**config.mk**
```make
export PLATFORM = sky130hd
export DESIGN_NAME = hw_thread_scheduler
export DESIGN_NICKNAME = d
export VERILOG_FILES = /design/src/rtl/hw_thread_scheduler.sv
export SDC_FILE = /design/constraint.sdc
export NUM_CORES = 1
export LEC_CHECK = 0
export ABC_AREA = 0
export BUFFER_PORTS_ARGS = -buffer_cell sky130_fd_sc_hd__buf_4
export CAP_MARGIN = 5
export CORE_ASPECT_RATIO = 0.7
export CORE_MARGIN = 3
export CORE_UTILIZATION = 45
export CTS_CLUSTER_DIAMETER = 60
export DETAILED_ROUTE_END_ITERATION = 8
export PLACE_DENSITY = 0.7
export RECOVER_POWER = 100
export SLEW_MARGIN = 20
export SYNTH_ARGS = -nofsm -noshare
export SYNTH_HDL_FRONTEND = slang
export SYNTH_SLANG_ARGS = --single-unit
```
**constraint.sdc**
```tcl
create_clock -name clk -period 1.7 [get_ports clk]
set_input_delay 0.34 -clock clk [delete_from_list [all_inputs] [get_ports clk]]
set_output_delay 0.34 -clock clk [all_outputs]
set_load 0.02 [all_outputs]
```
**src/rtl/hw_thread_scheduler.sv**
```systemverilog
`default_nettype none
// ============================================================================
// Module   : hw_thread_scheduler
// Brief    : Coarse-grained HW thread scheduler: gate fetch, drain, swap PC,
//            resume. Optional macro SCHED_PERF_CNT_EN builds switch_count.
// Revision : 1.0  initial release
// ============================================================================
module hw_thread_scheduler #(
  parameter int          NUM_THREADS     = 2,
  parameter int          QUANTUM         = 256,
  parameter int          DRAIN_CYCLES    = 4,
  parameter logic [31:0] RESET_PC_BASE   = 32'h1eceb000,
  parameter logic [31:0] RESET_PC_STRIDE = 32'h00010000
) (
  input  logic                           clk,
  input  logic                           rst,
  input  logic [NUM_THREADS-1:0]         thread_en,
  input  logic                           commit_valid,
  input  logic [31:0]                    commit_next_pc,
  input  logic                           long_stall,
  input  logic                           yield_req,
  input  logic                           rob_empty,
  output logic                           hardware_scheduler_en,
  output logic                           hardware_scheduler_swap_pc,
  output logic [31:0]                    hardware_scheduler_pc,
  output logic [$clog2(NUM_THREADS)-1:0] active_thread,
  output logic [31:0]                    switch_count
);

  localparam int c_tid_w  = $clog2(NUM_THREADS);
  localparam int c_qcnt_w = $clog2(QUANTUM);
  localparam int c_dcnt_w = $clog2(DRAIN_CYCLES + 1);

  localparam logic [c_qcnt_w-1:0] c_q_last = c_qcnt_w'(QUANTUM - 1);
  localparam logic [c_dcnt_w-1:0] c_d_last = c_dcnt_w'(DRAIN_CYCLES - 1);
  localparam logic [c_dcnt_w-1:0] c_d_max  = c_dcnt_w'(DRAIN_CYCLES);

  typedef enum logic [1:0] {
    ST_RUN    = 2'd0,
    ST_DRAIN  = 2'd1,
    ST_SWAP   = 2'd2,
    ST_RESUME = 2'd3
  } state_t;

  state_t                state_q, state_d;
  logic [c_tid_w-1:0]    active_q, active_d;
  logic [c_tid_w-1:0]    target_q, target_d;
  logic [c_qcnt_w-1:0]   qcnt_q, qcnt_d;
  logic [c_dcnt_w-1:0]   dcnt_q, dcnt_d;
  logic [31:0]           pc_q, pc_d;
  logic [31:0]           resume_pc_q [NUM_THREADS];
  logic [31:0]           resume_pc_d [NUM_THREADS];

  logic [c_tid_w-1:0]    next_tid;
  logic                  other_ready;
  logic                  trigger;

  function automatic logic [c_tid_w-1:0] wrap_tid(input logic [c_tid_w-1:0] base,
                                                  input int off);
    int idx;
    idx = int'(base) + off;
    if (idx >= NUM_THREADS) idx = idx - NUM_THREADS;
    return c_tid_w'(idx);
  endfunction

  // Scan from the farthest offset down so the nearest runnable thread wins.
  always_comb begin
    next_tid    = active_q;
    other_ready = 1'b0;
    for (int off = NUM_THREADS - 1; off >= 1; off--) begin
      if (thread_en[wrap_tid(active_q, off)]) begin
        next_tid    = wrap_tid(active_q, off);
        other_ready = 1'b1;
      end
    end
  end

  assign trigger = (qcnt_q == c_q_last) | long_stall | yield_req | ~thread_en[active_q];

  always_comb begin
    state_d                    = state_q;
    active_d                   = active_q;
    target_d                   = target_q;
    qcnt_d                     = qcnt_q;
    dcnt_d                     = dcnt_q;
    pc_d                       = pc_q;
    hardware_scheduler_en      = 1'b0;
    hardware_scheduler_swap_pc = 1'b0;
    for (int i = 0; i < NUM_THREADS; i++) resume_pc_d[i] = resume_pc_q[i];

    // During SWAP ownership is changing hands, so commits are not attributed.
    if (commit_valid && (state_q != ST_SWAP)) resume_pc_d[active_q] = commit_next_pc;

    case (state_q)
      ST_RUN: begin
        qcnt_d = (qcnt_q == c_q_last) ? '0 : qcnt_q + 1'b1;
        if (trigger && other_ready) begin
          state_d  = ST_DRAIN;
          target_d = next_tid;
          qcnt_d   = '0;
          dcnt_d   = '0;
        end
      end
      ST_DRAIN: begin
        hardware_scheduler_en = 1'b1;
        if (dcnt_q != c_d_max) dcnt_d = dcnt_q + 1'b1;
        // A target that became unrunnable must never be swapped in.
        if (!thread_en[target_q]) begin
          if (other_ready) target_d = next_tid;
          else             state_d  = ST_RUN;
        end else if ((dcnt_q >= c_d_last) && rob_empty) begin
          state_d = ST_SWAP;
        end
      end
      ST_SWAP: begin
        hardware_scheduler_en      = 1'b1;
        hardware_scheduler_swap_pc = 1'b1;
        active_d                   = target_q;
        pc_d                       = resume_pc_q[target_q];
        state_d                    = ST_RESUME;
      end
      ST_RESUME: begin
        qcnt_d  = '0;
        state_d = ST_RUN;
      end
      default: state_d = ST_RUN;
    endcase
  end

  always_ff @(posedge clk or negedge rst) begin
    if (!rst) begin
      state_q  <= ST_RUN;
      active_q <= '0;
      target_q <= '0;
      qcnt_q   <= '0;
      dcnt_q   <= '0;
      pc_q     <= RESET_PC_BASE;
      for (int i = 0; i < NUM_THREADS; i++)
        resume_pc_q[i] <= RESET_PC_BASE + 32'(i) * RESET_PC_STRIDE;
    end else begin
      state_q  <= state_d;
      active_q <= active_d;
      target_q <= target_d;
      qcnt_q   <= qcnt_d;
      dcnt_q   <= dcnt_d;
      pc_q     <= pc_d;
      for (int i = 0; i < NUM_THREADS; i++) resume_pc_q[i] <= resume_pc_d[i];
    end
  end

  assign hardware_scheduler_pc = (state_q == ST_SWAP) ? resume_pc_q[target_q] : pc_q;
  assign active_thread         = active_q;

`ifdef SCHED_PERF_CNT_EN
  logic [31:0] switch_count_q, switch_count_d;

  always_comb begin
    switch_count_d = switch_count_q;
    if (state_q == ST_SWAP) switch_count_d = switch_count_q + 32'd1;
  end

  always_ff @(posedge clk or negedge rst) begin
    if (!rst) switch_count_q <= '0;
    else      switch_count_q <= switch_count_d;
  end

  assign switch_count = switch_count_q;
`else
  assign switch_count = 32'd0;
`endif

endmodule
`default_nettype wire

```
# Word level (Yosys, flattened, before mapping)
# Index checks and enable logic that the tools add are counted.
dict set report word_totals {
  reg_bits 111
}
dict set report classes {
  n_addsub 4
  order_cmp 8
  eq_ne 12
  muxes 33
  bitwise_logic 6
  reduce_logical 11
}
# operator count
set op_table {}
lappend op_table {{2-to-1 mux 32 bit} 5}
lappend op_table {{bitwise mux 64 bit} 1}
lappend op_table {{demux 32 bit (select 1 bit)} 1}
lappend op_table {{2-to-1 mux 8 bit} 2}
lappend op_table {{case mux 8 bit (2 select lines)} 1}
lappend op_table {{2-to-1 mux 1 bit} 14}
lappend op_table {{inequality test 2 bit, second input constant} 5}
lappend op_table {{inequality test 3 bit, second input constant} 3}
lappend op_table {{adder 8 x 1 -> 8 bit, second input constant} 1}
lappend op_table {{equality test 8 bit, second input constant} 1}
lappend op_table {{2-to-1 mux 2 bit} 4}
lappend op_table {{case mux 2 bit (4 select lines)} 1}
lappend op_table {{>= comparator 2 bit, second input constant} 3}
lappend op_table {{less-than comparator 1 x 2 -> 1 bit, second input constant} 3}
lappend op_table {{2-to-1 mux 3 bit} 2}
lappend op_table {{case mux 3 bit (2 select lines)} 1}
lappend op_table {{AND reduction 3 bit} 2}
lappend op_table {{equality test 2 bit, second input constant} 2}
lappend op_table {{logical AND 1 bit} 4}
lappend op_table {{NOT 1 -> 2 bit} 2}
lappend op_table {{AND reduction 4 bit} 1}
lappend op_table {{nonzero test 2 bit} 2}
lappend op_table {{adder 3 x 1 -> 3 bit, second input constant} 1}
lappend op_table {{>= comparator 3 x 2 -> 1 bit, second input constant} 1}
lappend op_table {{other kinds (9)} 11}

# Longest topological paths before layout
# Gate-level depths: netlist of the first run.
dict set report depth {
  word_depth 9
  ltp_mapped 8
  ltp_nobuf 7
}

# Least setup slack after synthesis of the first run
# No wires, ideal clock.
dict set report synth_timing {
  kind {register to output}
  from {register state_q[0]}
  to {output hardware_scheduler_pc[22]}
  arrival_ns 1.910
  t_required_ns 1.360
  slack_ns -0.550
  stages_incl_launch_ff 7
  cell_sequence {dfrtp_1 inv_1 ha_1 clkbuf_1 buf_1 nor2_1 a21oi_1}
}
dict set report synth_via {
  elab_chain_len 2
}
# item line_no
set synth_rtl {}
lappend synth_rtl {{start, declared} 45} ;# state_t state_q, state_d;
lappend synth_rtl {{start signal, assigned} 141} ;# state_q <= state_d;
lappend synth_rtl {{equality test 2 bit} 151} ;# assign hardware_scheduler_pc = (state_q == ST_SWAP) ? resume_pc_q[target_q] : pc_q;
lappend synth_rtl {{2-to-1 mux 32 bit} 151}
lappend synth_rtl {{end, declared} 25} ;# output logic [31:0] hardware_scheduler_pc,
# No other way between the ends.

# Final worst setup path of the first run
dict set report layout_timing {
  from {register state_q[0]}
  to {register resume_pc_q[1] (netlist bit)}
}
dict set report layout_via {
  elab_chain_len 2
}
# item line_no
set layout_rtl {}
lappend layout_rtl {{inequality test 2 bit} 92} ;# if (commit_valid && (state_q != ST_SWAP)) resume_pc_d[active_q] = commit_next_pc;
lappend layout_rtl {{logical AND 1 bit} 92}
lappend layout_rtl {{end signal, assigned by index} 139} ;# resume_pc_q[i] <= RESET_PC_BASE + 32'(i) * RESET_PC_STRIDE;
lappend layout_rtl {{end, declared} 51} ;# logic [31:0] resume_pc_q [NUM_THREADS];
# No other way between the ends.
# A chain may end at the register's enable or synchronous reset.

==> reports/metrics.cfg, run 1 <==
[job]
maxCapViolCount=0

[global_routing]
met1_usage_pct=28.27
grt_pass1_vias=3703
antenna_found_initial=0
use_met3_pct=6.656
grt_util_all_layers_pct=20.02
grtUsageMet2_pct=30.79
top_usage_layer=met2
grt_pass1_wl_um=19680
grt_max_degree=45
grt_overflow=0

[synthesis]
async_flop_share_pct=100.0
synth_commonest_cells=dfrtp_1, mux2_2, nor2_1
synth.most_common_cell=dfrtp_1
netlist.area_leader.share_pct=36.44
synth_area_leader_cell=dfrtp_1
ys.warnings.count=0
yosysUniqueCellTypes=48
synth.avg_cell_area_um2=12.30
synthTopCellsByArea=dfrtp_1, dfstp_2, mux2_2
synth-seq-cells=111
post_synth_inst_count=413
synth_edf_count=0
synth-seq-area-share_pct=55.58
synthFlopType=dfrtp_1
synth_area_mm2=0.005081

[worst_setup_path]
crit_top_cell=buf_6
worstPathRequired_ns=1.94
worstPathCellList=inv_2, ha_4, buf_6, buf_6, buf_4, buf_6, nand3b_1, buf_6, clkbuf_16, mux2_2
end_kind=flip-flop
timing.critical_path.slowest_cell_delay_ns=0.39
worst_path_max_delay_cell=dfrtp_1
crit_start=state_q[0]
cp.arrival_ns=2.25
worstSetupPathType=flip-flop to flip-flop
rrSetupSlack_ns=-0.31
crit_fanout=6
worstRegToRegCells=10
reg2reg_to=resume_pc_q[1]
start_kind=flip-flop
regToRegStartpoint=state_q[0]

[clocking]
cts_tree=done
cts_inserted_buffers=9
clk-insertion-delay-late_ns=0.35
clkSinkCount=111
root_buffer=clkbuf_16
cts_max_path_buffers=2
path_clk_slew_ns=0.07
ctsHtreeMaxLevel=3

[outcome]
status=finished, violations left
violations=negative setup slack

[timing]
setup_viol=104
hold_viol=0
layout_min_cycle_time_ns=2.009
report.final.slew_viol_count=0
rsz0062_at_grt=true
post-route-period-util_pct=118.2
whs_ns=0.2257
max-slew-margin-rel_pct=42.26
tightest_slew_ns=0.8661
clock.fmax_ghz=0.4978
worst_slack_ns=-0.3089
clock_skew_ns=0.01092

[hold_path]
min_to=resume_pc_q[59]
hold_class=input port to flip-flop
whs_path_depth=2
holdCritStartpoint=commit_next_pc[27]

[floorplanning]
row_count=31
core_area_mm2=0.01067
io_pins=107
die_w_um=133.0
start_util_pct=47.64
fp.dieArea_mm2=0.01262
die_h_um=94.91

[detailed_routing]
drtPass1Iterations=4
drtIter0Drc=164
wl_per_cell_um=18.60
vias_per_cell=5.120
routed_wl_um=13430
antenna_left=0
drcViolationCount=0
num_vias=3697

[placed_design]
dp_worst_setup_slack_ns=-0.002435
dpl.cell_count=645
gp_congestion=0.7209
port_buffers=74
place_hpwl_um=7341

[power_and_ir_drop]
clockPowerShare_pct=13.4
p_int_w=0.01082
p_per_area_mw_per_mm2=2146
power_frac_comb_pct=56.4
leakage_nw=3.531
pwr-share-seq_pct=30.2
ir_drop_v=0.001158
power.switching_w=0.006176
swShare_pct=36.34

[finish]
drive_gt1_share_pct=66.55
filler_cell_count=650
finalNonFillerCells=722
diodes=0
fin_nets=617
syn2layout_area_growth_pct=55.87

per-layer routing:
metal,vias to the layer above,part of all wire (%)
met4,0,0.65
met5,-,0
met2,98,49
met1,1889,46
met3,10,4.1
li1,1700,-
per-stage QoR:
stage / util (%) / power (W) / setup TNS, ns / area [um2]
2_1_floorplan: - / 0.008824 / -0.6121 / 5360
3_3_place_gp: 57.14 / 0.01074 / 0 / 6095
3_5_place_dp: 57.14 / 0.01096 / -0.002435 / 6095
4_1_cts: 70.39 / 0.01582 / -19.23 / 7508
5_1_grt: 74.25 / 0.01784 / -31.71 / 7920
6_report: 74.25 / 0.01699 / -25.73 / 7920
sequential cells by signal, indices dropped and copies added (netlist names), named ones only:
register	count
target_q	1
dcnt_q	3
resume_pc_q	64
state_q	1
active_thread	1
pc_q	32
qcnt_q	8
cells in the final DEF, fill, tap and decap left out, types with 7 or more instances in the layout:
master and instances:
mux2_2 32, a21oi_4 20, conb_1 32, mux2i_1 13, clkbuf_16 13, nor2_4 18
nand2_1 11, nor2_1 15, dfstp_2 37, buf_4 94, buf_12 10, a21oi_2 14
buf_16 7, mux2i_2 17, buf_6 45, mux2_4 34, dfrtp_1 73
how the worst max path moves through the flow:
stage | end | slack [ns]
global route | hardware_scheduler_pc[22] | -0.37
CTS | hardware_scheduler_pc[31] | -0.28
floorplan | hardware_scheduler_pc[0] | -0.07
finish | resume_pc_q[1] | -0.31
detailed placement | flip-flop | -0.002
global placement | resume_pc_q[39] | 0.04
timing repair:
action	in CTS	in global routing
gates resized for setup	140	62
pin swaps	23	13
endpoints found under the hold margin	13	0
hold buffers	1	0
buffers inserted	34	16
gates cloned	8	4
endpoints found under the setup margin	37	107
cell families (layout without fill, tap and decap cells):
group | after synthesis | count (layout) | synth area share [%]
AO/OA/AOI/OAI | 59 | 59 | 6.846
XOR/XNOR | 1 | 1 | 0.1724
adder cells (fa/ha/maj) | 8 | 8 | 1.970
buffers and inverters | 60 | 190 | 7.092
flip-flops | 111 | 111 | 55.58
multiplexers | 100 | 100 | 21.42
other | 1 | 32 | 0.07380
AND/OR/NAND/NOR | 73 | 73 | 6.846
power by group through the flow:
stage / Sequential [W] / Clock [W] / Combinational [W]
after global placement: 0.00477 / 0 / 0.00597
after global routing: 0.00526 / 0.00244 / 0.0101
final: 0.00513 / 0.00228 / 0.00959
after floorplan: 0.00468 / 0 / 0.00414
after CTS: 0.00498 / 0.00232 / 0.00852
after detailed placement: 0.00485 / 0 / 0.00611
final cells by class:
| cell class | count | area, um2 | share of cell area, % |
|---|---|---|---|
| clock inverters | 4 | 58.81 | 0.7425 |
| flip-flops and latches | 111 | 2825 | 35.67 |
| well taps | 148 | 185.2 | 2.338 |
| clock buffers | 12 | 267.8 | 3.381 |
| multi-input cells | 273 | 2778 | 35.07 |
| repair buffers | 166 | 1773 | 22.39 |
| inverters | 8 | 32.53 | 0.4107 |
worst max-delay path, delay by kind of cell, from the launching register on:
kind / cells / cell delay, ns
flip-flops: 1 / 0.39
multiplexers: 1 / 0.33
buffers and inverters: 7 / 0.87
AND/OR/NAND/NOR: 1 / 0.12
adder cells (fa/ha/maj): 1 / 0.17
Power figures use the tool's default switching activity.
==> run 2, diff against run 1 <==
ABC_AREA = 1   (was 0)
==> reports/metrics.cfg, run 2 <==
[worst_setup_path]
cp.arrival_ns=1.68
timing.critical_path.slowest_cell_delay_ns=0.39
worst_path_max_delay_cell=dfrtp_1
start_kind=flip-flop
end_kind=primary output
worstPathRequired_ns=1.36
worstRegToRegCells=8
worstPathCellList=inv_2, ha_4, buf_6, buf_6, o21ai_2, o21ai_2, buf_6
worstSetupPathType=flip-flop to primary output
crit_fanout=6
crit_top_cell=buf_6

[placed_design]
dpl.cell_count=785
port_buffers=74
gp_congestion=0.7987
place_hpwl_um=7725
place_area_mm2=0.005937

[power_and_ir_drop]
swShare_pct=38.81
p_int_w=0.007785
power_frac_comb_pct=46.6
ir_drop_v=0.0009595
leakage_nw=3.221
finalPower_w=0.01272
pwr-share-seq_pct=37.1
power.switching_w=0.004938
p_per_area_mw_per_mm2=1927
clockPowerShare_pct=16.3

[timing]
clock_skew_ns=0.01299
clock.fmax_ghz=0.4945
hold_viol=0
layout_min_cycle_time_ns=2.022
report.final.slew_viol_count=0
post-route-period-util_pct=119.0
tns_ns=-8.285
worst_slack_ns=-0.3224
max-slew-margin-rel_pct=52.27
tightest_slew_ns=0.7160
setup_viol=34
rsz0062_at_grt=true

[synthesis]
synth-seq-area-share_pct=55.91
synth-xor-area-share_pct=0.8670
async_flop_share_pct=100.0
synth_area_mm2=0.005051
netlist.area_leader.share_pct=36.66
yosysUniqueCellTypes=28
synth_edf_count=0
synth_top_family_by_area=simple AND/OR/NAND/NOR gates
synth.avg_cell_area_um2=8.846
synth-seq-cells=111
synth-adder-area-share_pct=1.982
synth_compound_area_share_pct=14.32
synthFlopType=dfrtp_1
synth_area_leader_cell=dfrtp_1
synth_commonest_cells=nand2_1, o21ai_0, dfrtp_1
synth.most_common_cell=nand2_1
synthTopCellsByArea=dfrtp_1, dfstp_2, o21ai_0
post_synth_inst_count=571
muxShareOfSynthArea_pct=0
synth-simple-area-share_pct=16.10
ys.warnings.count=0

[detailed_routing]
antenna_left=0
drtPass1Iterations=5
vias_per_cell=4.865
num_vias=4033
drtIter0Drc=195
routed_wl_um=11580
drcViolationCount=0
wl_per_cell_um=13.97

[global_routing]
grt_overflow=0
grt_util_all_layers_pct=19.06
grt_pass1_vias=3923
grt_max_degree=59
antenna_found_initial=0
grt_pass1_wl_um=18980

[outcome]
status=finished, violations left
violations=negative setup slack

[finish]
diodes=0
syn2layout_area_growth_pct=30.74
final_common_cell=nand2_1
largestRegisters=resume_pc_q (64), pc_q (32), qcnt_q (8)
stdcell_area_mm2=0.006604
finalNonFillerCells=829
largest_register_ffs=64
fin_util_pct=62.14
regMostFlops=resume_pc_q
final_cell_mix=nand2_1, dfrtp_1, buf_4
fin_nets=724
drive_gt1_share_pct=34.51

[floorplanning]
start_util_pct=47.53
io_pins=107
die_w_um=132.6
core_area_mm2=0.01063
fp.dieArea_mm2=0.01255
row_count=31
die_h_um=94.64

[clocking]
clkSinkCount=111
root_buffer=clkbuf_16
cts_tree=done
cts_inserted_buffers=9
ctsHtreeMaxLevel=3
cts_max_path_buffers=2
path_clk_slew_ns=0.08
clk-insertion-delay-late_ns=0.36

[hold_path]
whs_path_depth=3
hold_class=input port to flip-flop

[job]
maxCapViolCount=0

## run 2: cell types whose count changed in the layout (fill, tap and decap cells not counted), moves of 34 or more
| cell | before | now |
|---|---|---|
| o21ai_1 | 2 | 37 |
| o21ai_2 | 2 | 42 |
| nand2_1 | 11 | 131 |
| o21ai_0 | 2 | 62 |
| mux2_4 | 34 | 0 |
| inv_1 | 6 | 43 |
## run 2: final timing paths
| kind | to | start | slack, ns |
|---|---|---|---|
| worst max-delay path | hardware_scheduler_pc[9] | state_q[0] | -0.32 |
| worst min-delay path | resume_pc_q[27] | commit_next_pc[27] | 0.22 |
| worst max register to register | resume_pc_q[50] | state_q[0] | 0.07 |
| worst min register to register | resume_pc_q[23] | resume_pc_q[23] | 0.47 |
| max in group asynchronous | pc_q[26] | rst | 0.10 |
| min in group asynchronous | resume_pc_q[5] | rst | 0.58 |
## run 2: worst max-delay path: cells and delay by family, from the launching register on
kind	cells	cell delay, ns
flip-flops	1	0.39
AO/OA/AOI/OAI	2	0.22
buffers and inverters	4	0.49
adder cells (fa/ha/maj)	1	0.21
## run 2: area by class of cell
cell class / count / area [um2]
well taps: 148 / 185.2
flip-flops and latches: 111 / 2824
multi-input cells: 384 / 1988
inverters: 49 / 186.4
clock inverters: 5 / 36.28
repair buffers: 121 / 1130
clock buffers: 11 / 254.0
fillers: 890 / 4024
## run 2: timing repair
| action | 4_1_cts | 5_1_grt |
|---|---|---|
| endpoints found under the setup margin | 35 | 55 |
| hold buffers | 1 | 0 |
| gates cloned | 0 | 1 |
| hold endpoints to repair | 20 | 0 |
| resized for setup | 71 | 10 |
| setup buffers | 18 | 10 |
| pin swaps | 10 | 11 |
## run 2: per-layer routing
layer / up-vias / track usage [%] / part of all wire (%) / routed length (um)
met5: - / 0 / 0 / 0
met4: 0 / 5.623 / 1.3 / 147
met3: 12 / 5.698 / 6.2 / 714
met2: 115 / 29.84 / 47 / 5426
met1: 1928 / 25.93 / 46 / 5290
li1: 1978 / - / - / -
## run 2: power groups by stage
stage,Clock (W),Sequential (W),Combinational [W]
global placement,0,0.00467,0.00492
CTS,0.00213,0.00469,0.00581
detailed placement,0,0.00470,0.00505
finish,0.00207,0.00472,0.00593
floorplan,0,0.00456,0.00332
global route,0.00222,0.00486,0.00656
## run 2: per-stage QoR
stage,worst slack (ns),hold slack [ns]
2_1_floorplan,-0.008211,0.04441
3_3_place_gp,0.03533,0.3047
3_5_place_dp,0.02044,0.3078
4_1_cts,-0.3282,0.2086
5_1_grt,-0.3885,0.2188
6_report,-0.3224,0.2153
## run 2: logic make-up (layout without fill, tap and decap cells)
kind of cell,Yosys count,after routing
xor+xnor,5,5
buf+inv,108,186
simple gates,195,196
flops,111,111
compound gates,143,143
fa+ha+maj,8,8
other cells,1,32
